## src/rtl/muldiv_unit.sv

```systemverilog
// Iterative 32-bit multiply/divide unit with a fixed 33-edge latency from acceptance to result.
// Produces {hi, lo} for mult/multu/div/divu. Abort cancels an operation; reset overrides abort.
module muldiv_unit #(
  parameter int unsigned WIDTH = 32
) (
  input  logic             clk,
  input  logic             reset,
  input  logic             start,
  input  logic [1:0]       op,
  input  logic [WIDTH-1:0] srca,
  input  logic [WIDTH-1:0] srcb,
  input  logic             abort,
  output logic             busy,
  output logic             done,
  output logic [WIDTH-1:0] hi,
  output logic [WIDTH-1:0] lo,
  output logic             divzero
);

  localparam int unsigned CntW = $clog2(WIDTH);

  typedef enum logic [1:0] {StIdle, StCalc, StFix} state_e;

  state_e                 state_q, state_d;
  logic                   is_div_q;
  logic [WIDTH-1:0]       a_q, b_q, srca_q;
  logic                   neg_q, neg_r_q, zdiv_q;
  logic [2*WIDTH-1:0]     acc_q;
  logic [CntW-1:0]        cnt_q;
  logic [WIDTH-1:0]       hi_q, lo_q;
  logic                   done_q, divzero_q;

  logic                   accept;
  logic                   sa, sb;
  logic [WIDTH-1:0]       mag_a, mag_b;
  logic [WIDTH:0]         rem_sh, diff;
  logic [2*WIDTH-1:0]     mul_step, div_step;
  logic [2*WIDTH-1:0]     prod_fix;
  logic [WIDTH-1:0]       quot_fix, rem_fix;

  assign accept = (state_q == StIdle) && start && !abort;

  // Signed ops (op[0] == 0) work on magnitudes; sign is restored in FIX.
  always_comb begin
    sa    = ~op[0] & srca[WIDTH-1];
    sb    = ~op[0] & srcb[WIDTH-1];
    mag_a = sa ? -srca : srca;
    mag_b = sb ? -srcb : srcb;
  end

  // a_q shifts left each CALC cycle, so a_q[WIDTH-1] is the current operand bit (MSB first).
  always_comb begin
    mul_step = {acc_q[2*WIDTH-2:0], 1'b0} + (a_q[WIDTH-1] ? {{WIDTH{1'b0}}, b_q} : '0);
    rem_sh   = {acc_q[2*WIDTH-1:WIDTH], a_q[WIDTH-1]};
    diff     = rem_sh - {1'b0, b_q};
    div_step = diff[WIDTH] ? {rem_sh[WIDTH-1:0], acc_q[WIDTH-2:0], 1'b0}
                           : {diff[WIDTH-1:0], acc_q[WIDTH-2:0], 1'b1};
  end

  always_comb begin
    prod_fix = neg_q ? -acc_q : acc_q;
    quot_fix = neg_q ? -acc_q[WIDTH-1:0] : acc_q[WIDTH-1:0];
    rem_fix  = neg_r_q ? -acc_q[2*WIDTH-1:WIDTH] : acc_q[2*WIDTH-1:WIDTH];
  end

  always_ff @(posedge clk) begin
    if (reset) begin
      state_q <= StIdle;
    end else begin
      state_q <= state_d;
    end
  end

  always_comb begin
    state_d = state_q;
    unique case (state_q)
      StIdle: if (start && !abort) state_d = StCalc;
      StCalc: begin
        if (abort) begin
          state_d = StIdle;
        end else if (cnt_q == CntW'(WIDTH - 1)) begin
          state_d = StFix;
        end
      end
      StFix:   state_d = StIdle;
      default: state_d = StIdle;
    endcase
  end

  always_comb begin
    busy = (state_q != StIdle);
  end

  always_ff @(posedge clk) begin
    if (reset) begin
      is_div_q  <= 1'b0;
      a_q       <= '0;
      b_q       <= '0;
      srca_q    <= '0;
      neg_q     <= 1'b0;
      neg_r_q   <= 1'b0;
      zdiv_q    <= 1'b0;
      acc_q     <= '0;
      cnt_q     <= '0;
      hi_q      <= '0;
      lo_q      <= '0;
      done_q    <= 1'b0;
      divzero_q <= 1'b0;
    end else begin
      done_q <= 1'b0;
      if (accept) begin
        is_div_q <= op[1];
        a_q      <= mag_a;
        b_q      <= mag_b;
        srca_q   <= srca;
        neg_q    <= sa ^ sb;
        neg_r_q  <= op[1] & sa;
        zdiv_q   <= op[1] && (srcb == '0);
        acc_q    <= '0;
        cnt_q    <= '0;
      end else if (state_q == StCalc) begin
        acc_q <= is_div_q ? div_step : mul_step;
        a_q   <= a_q << 1;
        cnt_q <= cnt_q + 1'b1;
      end
      if ((state_q == StFix) && !abort) begin
        done_q    <= 1'b1;
        divzero_q <= zdiv_q;
        if (!is_div_q) begin
          hi_q <= prod_fix[2*WIDTH-1:WIDTH];
          lo_q <= prod_fix[WIDTH-1:0];
        end else if (zdiv_q) begin
          hi_q <= srca_q;
          lo_q <= '1;
        end else begin
          hi_q <= rem_fix;
          lo_q <= quot_fix;
        end
      end
    end
  end

  assign done    = done_q;
  assign hi      = hi_q;
  assign lo      = lo_q;
  assign divzero = divzero_q;

endmodule
```

## config.mk

```make
export PLATFORM = sky130hd
export DESIGN_NAME = muldiv_unit
export DESIGN_NICKNAME = d
export VERILOG_FILES = /design/src/rtl/muldiv_unit.sv
export SDC_FILE = /design/constraint.sdc
export NUM_CORES = 1
export LEC_CHECK = 0
export BUFFER_PORTS_ARGS = -buffer_cell sky130_fd_sc_hd__buf_2
export CORE_UTILIZATION = 60
export CTS_BUF_LIST = sky130_fd_sc_hd__clkbuf_2 sky130_fd_sc_hd__clkbuf_4 sky130_fd_sc_hd__clkbuf_8
export DETAILED_ROUTE_END_ITERATION = 12
export MAX_ROUTING_LAYER = met4
export PLACE_DENSITY = 0.8
export SLEW_MARGIN = 20
export SYNTH_ARGS = -nofsm -noshare
export SYNTH_HDL_FRONTEND = slang
export SYNTH_SLANG_ARGS = --single-unit
```

## constraint.sdc

```tcl
create_clock -name clk -period 5.6 [get_ports clk]
set_clock_uncertainty 0.05 [all_clocks]
set_input_delay 0.28 -clock clk [delete_from_list [all_inputs] [get_ports clk]]
set_output_delay 0.28 -clock clk [all_outputs]
set_load 0.02 [all_outputs]
```

Word level (Yosys, flattened, before mapping)
Index checks and enable logic that the tools add are counted.
{"block": "classes", "addsub": 8, "n_eq_ne": 5, "muxes": 19, "bitwise": 5, "reduce_logical": 12}
{"cell": "$mux W32", "n": 11}
{"cell": "$mux W64", "n": 3}
{"cell": "$neg A32 Y32", "n": 4}
{"cell": "$add A64 B32 Y64", "n": 1}
{"cell": "$neg A64 Y64", "n": 1}
{"cell": "$sub A33 B32 Y33", "n": 1}
{"cell": "$logic_not A32 Y1", "n": 1}
{"cell": "$mux W2", "n": 3}
{"cell": "$add A5 B1 Y5 const B", "n": 1}
{"cell": "$eq A5 B5 Y1 const B", "n": 1}
{"cell": "$logic_and A1 B1 Y1", "n": 5}
{"cell": "$pmux W2 S2", "n": 1}
{"cell": "$reduce_bool A2 Y1", "n": 2}
{"cell": "$and A1 B1 Y1", "n": 3}
{"cell": "$ne A3 B3 Y1 const B", "n": 1}
{"cell": "$eq A2 B1 Y1 const B", "n": 1}
{"cell": "$eq A2 B2 Y1 const B", "n": 1}
{"cell": "$logic_not A2 Y1", "n": 1}
{"cell": "$ne A2 B1 Y1 const B", "n": 1}
{"cell": "$reduce_and A2 Y1", "n": 1}
{"cell": "$reduce_or A2 Y1", "n": 1}
{"cell": "$logic_not A1 Y1", "n": 1}
{"cell": "$mux W1", "n": 1}
{"cell": "$not A1 Y1", "n": 1}
{"cell": "$xor A1 B1 Y1", "n": 1}
{"block": "totals", "regBits": 237, "output_inout_bits": 67, "elab_cells": 63}

Logic depth before layout (Yosys ltp)
{"block": "logic_depth", "ltp_word": 4, "depth_mapped": 17}

Worst setup path after synthesis
No wires, ideal clock.
{"block": "synth_path", "path_kind": "register to register", "start": "reg a_q[31]", "end": "reg acc_q[52]", "setup_time_ns": 0.132, "arrival_ns": 3.723, "path_slack_ns": 1.695, "stages_incl_launch_ff": 17, "period_less_slack_ns": 3.905, "cell_sequence": "dfxtp_1 -> inv_1 -> clkbuf_1 -> ha_1 -> inv_1 -> fa_1 -> a211o_1 -> a211oi_1 -> o211a_1 -> nor3_1 -> a221o_1 -> o311a_1 -> nand2_1 -> buf_2 -> mux2_2 -> a22oi_1 -> a21oi_1"}
{"block": "synth_between", "elab_chain_len": 3, "elab_cells_between_ends": 5, "classes_between": "add/sub (2); mux (3)"}
{"item": "from (decl)", "line": "26", "source": "logic [WIDTH-1:0] a_q, b_q, srca_q;"}
{"item": "from (signal assigned)", "line": "113", "source": "a_q <= mag_a;"}
{"item": "from (signal assigned)", "line": "123", "source": "a_q <= a_q << 1;"}
{"item": "$mux W32 / $sub A33 B32 Y33 (equally long branches)", "line": "53, 55"}
{"item": "$add A64 B32 Y64 / $mux W64 (equally long branches)", "line": "53, 56"}
{"item": "$mux W64 *", "line": "122", "source": "acc_q <= is_div_q ? div_step : mul_step;"}
{"item": "to (signal assigned)", "line": "122"}
{"item": "to (decl)", "line": "28", "source": "logic [2*WIDTH-1:0] acc_q;"}
Mark *: on every way between the ends. The rest lies on a longest branch, timed or not.
A chain may end at the register's enable or synchronous reset.

Worst setup path after layout
{"block": "layout_path", "start": "reg acc_q[32]", "end": "reg acc_q[41]"}
{"block": "layout_between", "elab_chain_len": 3, "elab_cells_between_ends": 4, "classes_between": "add/sub (2); mux (2)"}
{"item": "$sub A33 B32 Y33", "line": "55", "source": "diff = rem_sh - {1'b0, b_q};"}
{"item": "$mux W64", "line": "56", "source": "div_step = diff[WIDTH] ? {rem_sh[WIDTH-1:0], acc_q[WIDTH-2:0], 1'b0}"}
{"item": "$mux W64 *", "line": "122"}
Marked as above.

==> results.cfg <==
[run_status]
status = finished clean

[yosys]
ys_warn_count = 0
synth_adder_area_share_pct = 5.38
async_flop_share_pct = 0
synth-xor-area-share_pct = 11.4
ys_ff_latch = 237
syn_avg_cell_area_sq_um = 7.37
ys_seq_area_share_pct = 27.5
syn-cell-area_sq_um = 17200
synth_edf_count = 0
ys.flop_type = dfxtp_1
muxShareOfSynthArea_pct = 3.98
synth_compound_area_share_pct = 24.5
synth_top_family_by_area = compound AO/OA/AOI/OAI gates
synth_simple_gate_area_share_pct = 21.9
synth_cell_type_count = 75
syn-instance-count = 2341
syn_nets = 2484

[drt]
first_pass_iters = 7
wl_per_cell_um = 20.0
antenna_left = 0
drc = 0
wl_um = 56700
drt_iter0_drc = 2028
via_per_inst = 6.34
vias = 18000

[global_routing]
grt_pass1_wl_um = 89000
overflow = 0
grt_start_max_net_pins = 103
grt_usage_pct = 39.6
antenna_found_initial = 1
grt_pass1_vias = 16500

[clock_tree]
numCtsBuffers = 42
cts_setup_buffers = 0
cts_tree = yes
cts_sinks = 237
htreeDepth = 2
clkSlewWorstSetupHoldPaths_ns = 0.07
clk_latency_ns = 0.59
cts_max_path_buffers = 3
clk_root_buffer_cell = clkbuf_8

[cells_and_area]
final_cell_mix = nand2_1 (340), nor2_1 (258), dfxtp_1 (234), a21oi_1 (187), buf_2 (135)
fill_cells = 2385
layout_commonest_cell = nand2_1
area.sequential_sq_um = 4750
nets = 2570
syn_to_final_growth_pct = 12.3
multi_input_area_sq_um = 11600
drive_above_1_share_pct = 11.7

[sta]
rsz0062_at_grt = false
timing.slew.headroom_pct = 23.2
tightestPinTransition_ns = 1.14
hold_viol = 0
max_freq_mhz = 232
period_share_pct = 76.9
tns_ns = 0
fin_crit_ns = 4.31
hold_slack_ns = 0.0155
setup_viol = 0
slew_violations = 0

[worst_setup_path]
cp-start-kind = register
rr_endpoint = acc_q[41]$_SDFFE_PP0P_
r2r.worst_path.cells = 12
worst-path-max-fanout = 13
startpoint = acc_q[32]$_SDFFE_PP0P_
worst_path_max_delay_cell = fa_1
critPathMaxStageDelay_ns = 0.56
cp_cell_sequence = fa_1 -> a211o_1 -> a211oi_1 -> o211a_1 -> nor3_1 -> a221o_1 -> o311a_1 -> nand2_1 -> buf_4 -> mux2_2 -> mux2i_1 -> o21ai_0
end_kind = register
crit_end = acc_q[41]$_SDFFE_PP0P_
worst-endpoint-arrival_ns = 4.71
regToRegStartpoint = acc_q[32]$_SDFFE_PP0P_
cp.required_ns = 6.00
r2r_slack_ns = 1.29
critical_path_class = reg -> reg

[floorplanning]
ioPinCount = 137
die_h_um = 172
dieArea_sq_um = 29400
core-area_sq_um = 28000
start_util_pct = 61.6
die_width_um = 172
rows = 61

[power_and_ir_drop]
power.density_nw_per_um2 = 232
ir_worst_vdd_mv = 0.198
power.leakage_nw = 7.62

[flow_run]
cap_violations = 0

[worst_hold_path]
hp-class = in -> reg

[placed_design]
place_hpwl_um = 40000
io_buffers = 136
gp_congestion = 1.02
## worst max-delay path, delay by kind of cell (launching register included)
family | cells | cell delay, ns
AOI/OAI and AO/OA | 6 | 1.75
adders and majority gates | 1 | 0.56
DFF | 1 | 0.52
muxes | 2 | 0.52
and+or+nand+nor | 2 | 0.49
buffers and inverters | 1 | 0.28
## registers in the layout (all words and copies together) (netlist names), 2 cells and up
| name | count |
|---|---|
| a_q | 32 |
| state_q | 2 |
| hi | 32 |
| b_q | 32 |
| lo | 32 |
| acc_q | 64 |
| cnt_q | 5 |
| srca_q | 32 |
## timing repair
| action | 4_1_cts | 5_1_grt |
|---|---|---|
| hold buffers | 51 | 0 |
| resized for setup | 0 | 0 |
| endpoints found under the hold margin | 54 | 0 |
## how the worst min path moves through the flow
| stage | start | to | slack (ns) | cells past startpoint |
|---|---|---|---|---|
| final | srcb[6] | b_q[6]$_SDFFE_PP0P_ | 0.02 | 3 |
| after global placement | hi[25]$_SDFFE_PP0P_ | hi[25]$_SDFFE_PP0P_ | 0.39 | 2 |
| after global routing | srcb[20] | b_q[20]$_SDFFE_PP0P_ | 0.03 | 3 |
| after CTS | srcb[6] | b_q[6]$_SDFFE_PP0P_ | 0.0003 | 3 |
| after detailed placement | hi[8]$_SDFFE_PP0P_ | hi[8]$_SDFFE_PP0P_ | 0.40 | 2 |
| after floorplan | abort | state_q[1]$_SDFFE_PP0P_ | 0.31 | 1 |
## where the power goes
group | internal (mW) | switching [mW] | total, mW
Combinational | 0.361 | 0.604 | 0.965
Clock | 0.931 | 0.783 | 1.71
Sequential | 1.75 | 0.0727 | 1.82
Total | 3.04 | 1.46 | 4.50
## per-layer routing
layer / GRT usage (%) / vias up / share of wire, %
met5: - / - / 0
met1: 53.7 / 8425 / 44
li1: - / 8493 / -
met2: 58.9 / 924 / 43
met3: 6.79 / 147 / 9.7
met4: 13.8 / 0 / 3.1
## logic make-up after synthesis
family,after synthesis
adder cells (fa/ha/maj),73
AND/OR/NAND/NOR,845
multiplexers,66
buffers and inverters,243
AO/OA/AOI/OAI,652
XOR/XNOR,225
flip-flops,237
## area by class of cell
cell class                      instances  share of cell area [%]
Sequential cell                       237                    24.5
Antenna cell                            1                  0.0129
Clock buffer                           67                    4.18
Tap cell                              378                    2.44
Multi-Input combinational cell       1861                    59.8
Inverter                               70                    1.36
Timing Repair Buffer                  215                    7.25
Clock inverter                         10                   0.407
## stage by stage
stage / utilization [%] / setup slack [ns] / area (sq um) / instances / total power [mW]
floorplan: - / 1.69 / 17200 / 2341 / 2.47
global placement: 64.2 / 1.49 / 18000 / 2710 / 2.74
detailed placement: 64.2 / 1.38 / 18000 / 2710 / 2.76
CTS: 69.2 / 1.35 / 19400 / 2838 / 4.48
global route: 69.2 / 1.03 / 19400 / 2839 / 4.68
finish: 69.2 / 1.29 / 19400 / 2839 / 4.50
## synthesized netlist by cell type (all sizes together), types with 22 or more instances
| cell type | count | area (sq um) |
|---|---|---|
| xnor2 | 121 | 1060 |
| ha | 71 | 888 |
| a21oi | 188 | 941 |
| dfxtp | 237 | 4740 |
| inv | 70 | 263 |
| xor2 | 104 | 911 |
| nor3 | 36 | 185 |
| a21o | 32 | 240 |
| o211ai | 45 | 338 |
| or3 | 25 | 156 |
| a31oi | 22 | 138 |
| buf | 30 | 126 |
| nor2 | 258 | 968 |
| nand2 | 340 | 1280 |
| a211oi | 77 | 578 |
| nand3 | 49 | 245 |
| mux2i | 46 | 460 |
| o21ai | 137 | 689 |
| clkbuf | 143 | 541 |
| a311oi | 47 | 412 |
Note: power is estimated with default switching activity, not from simulation.
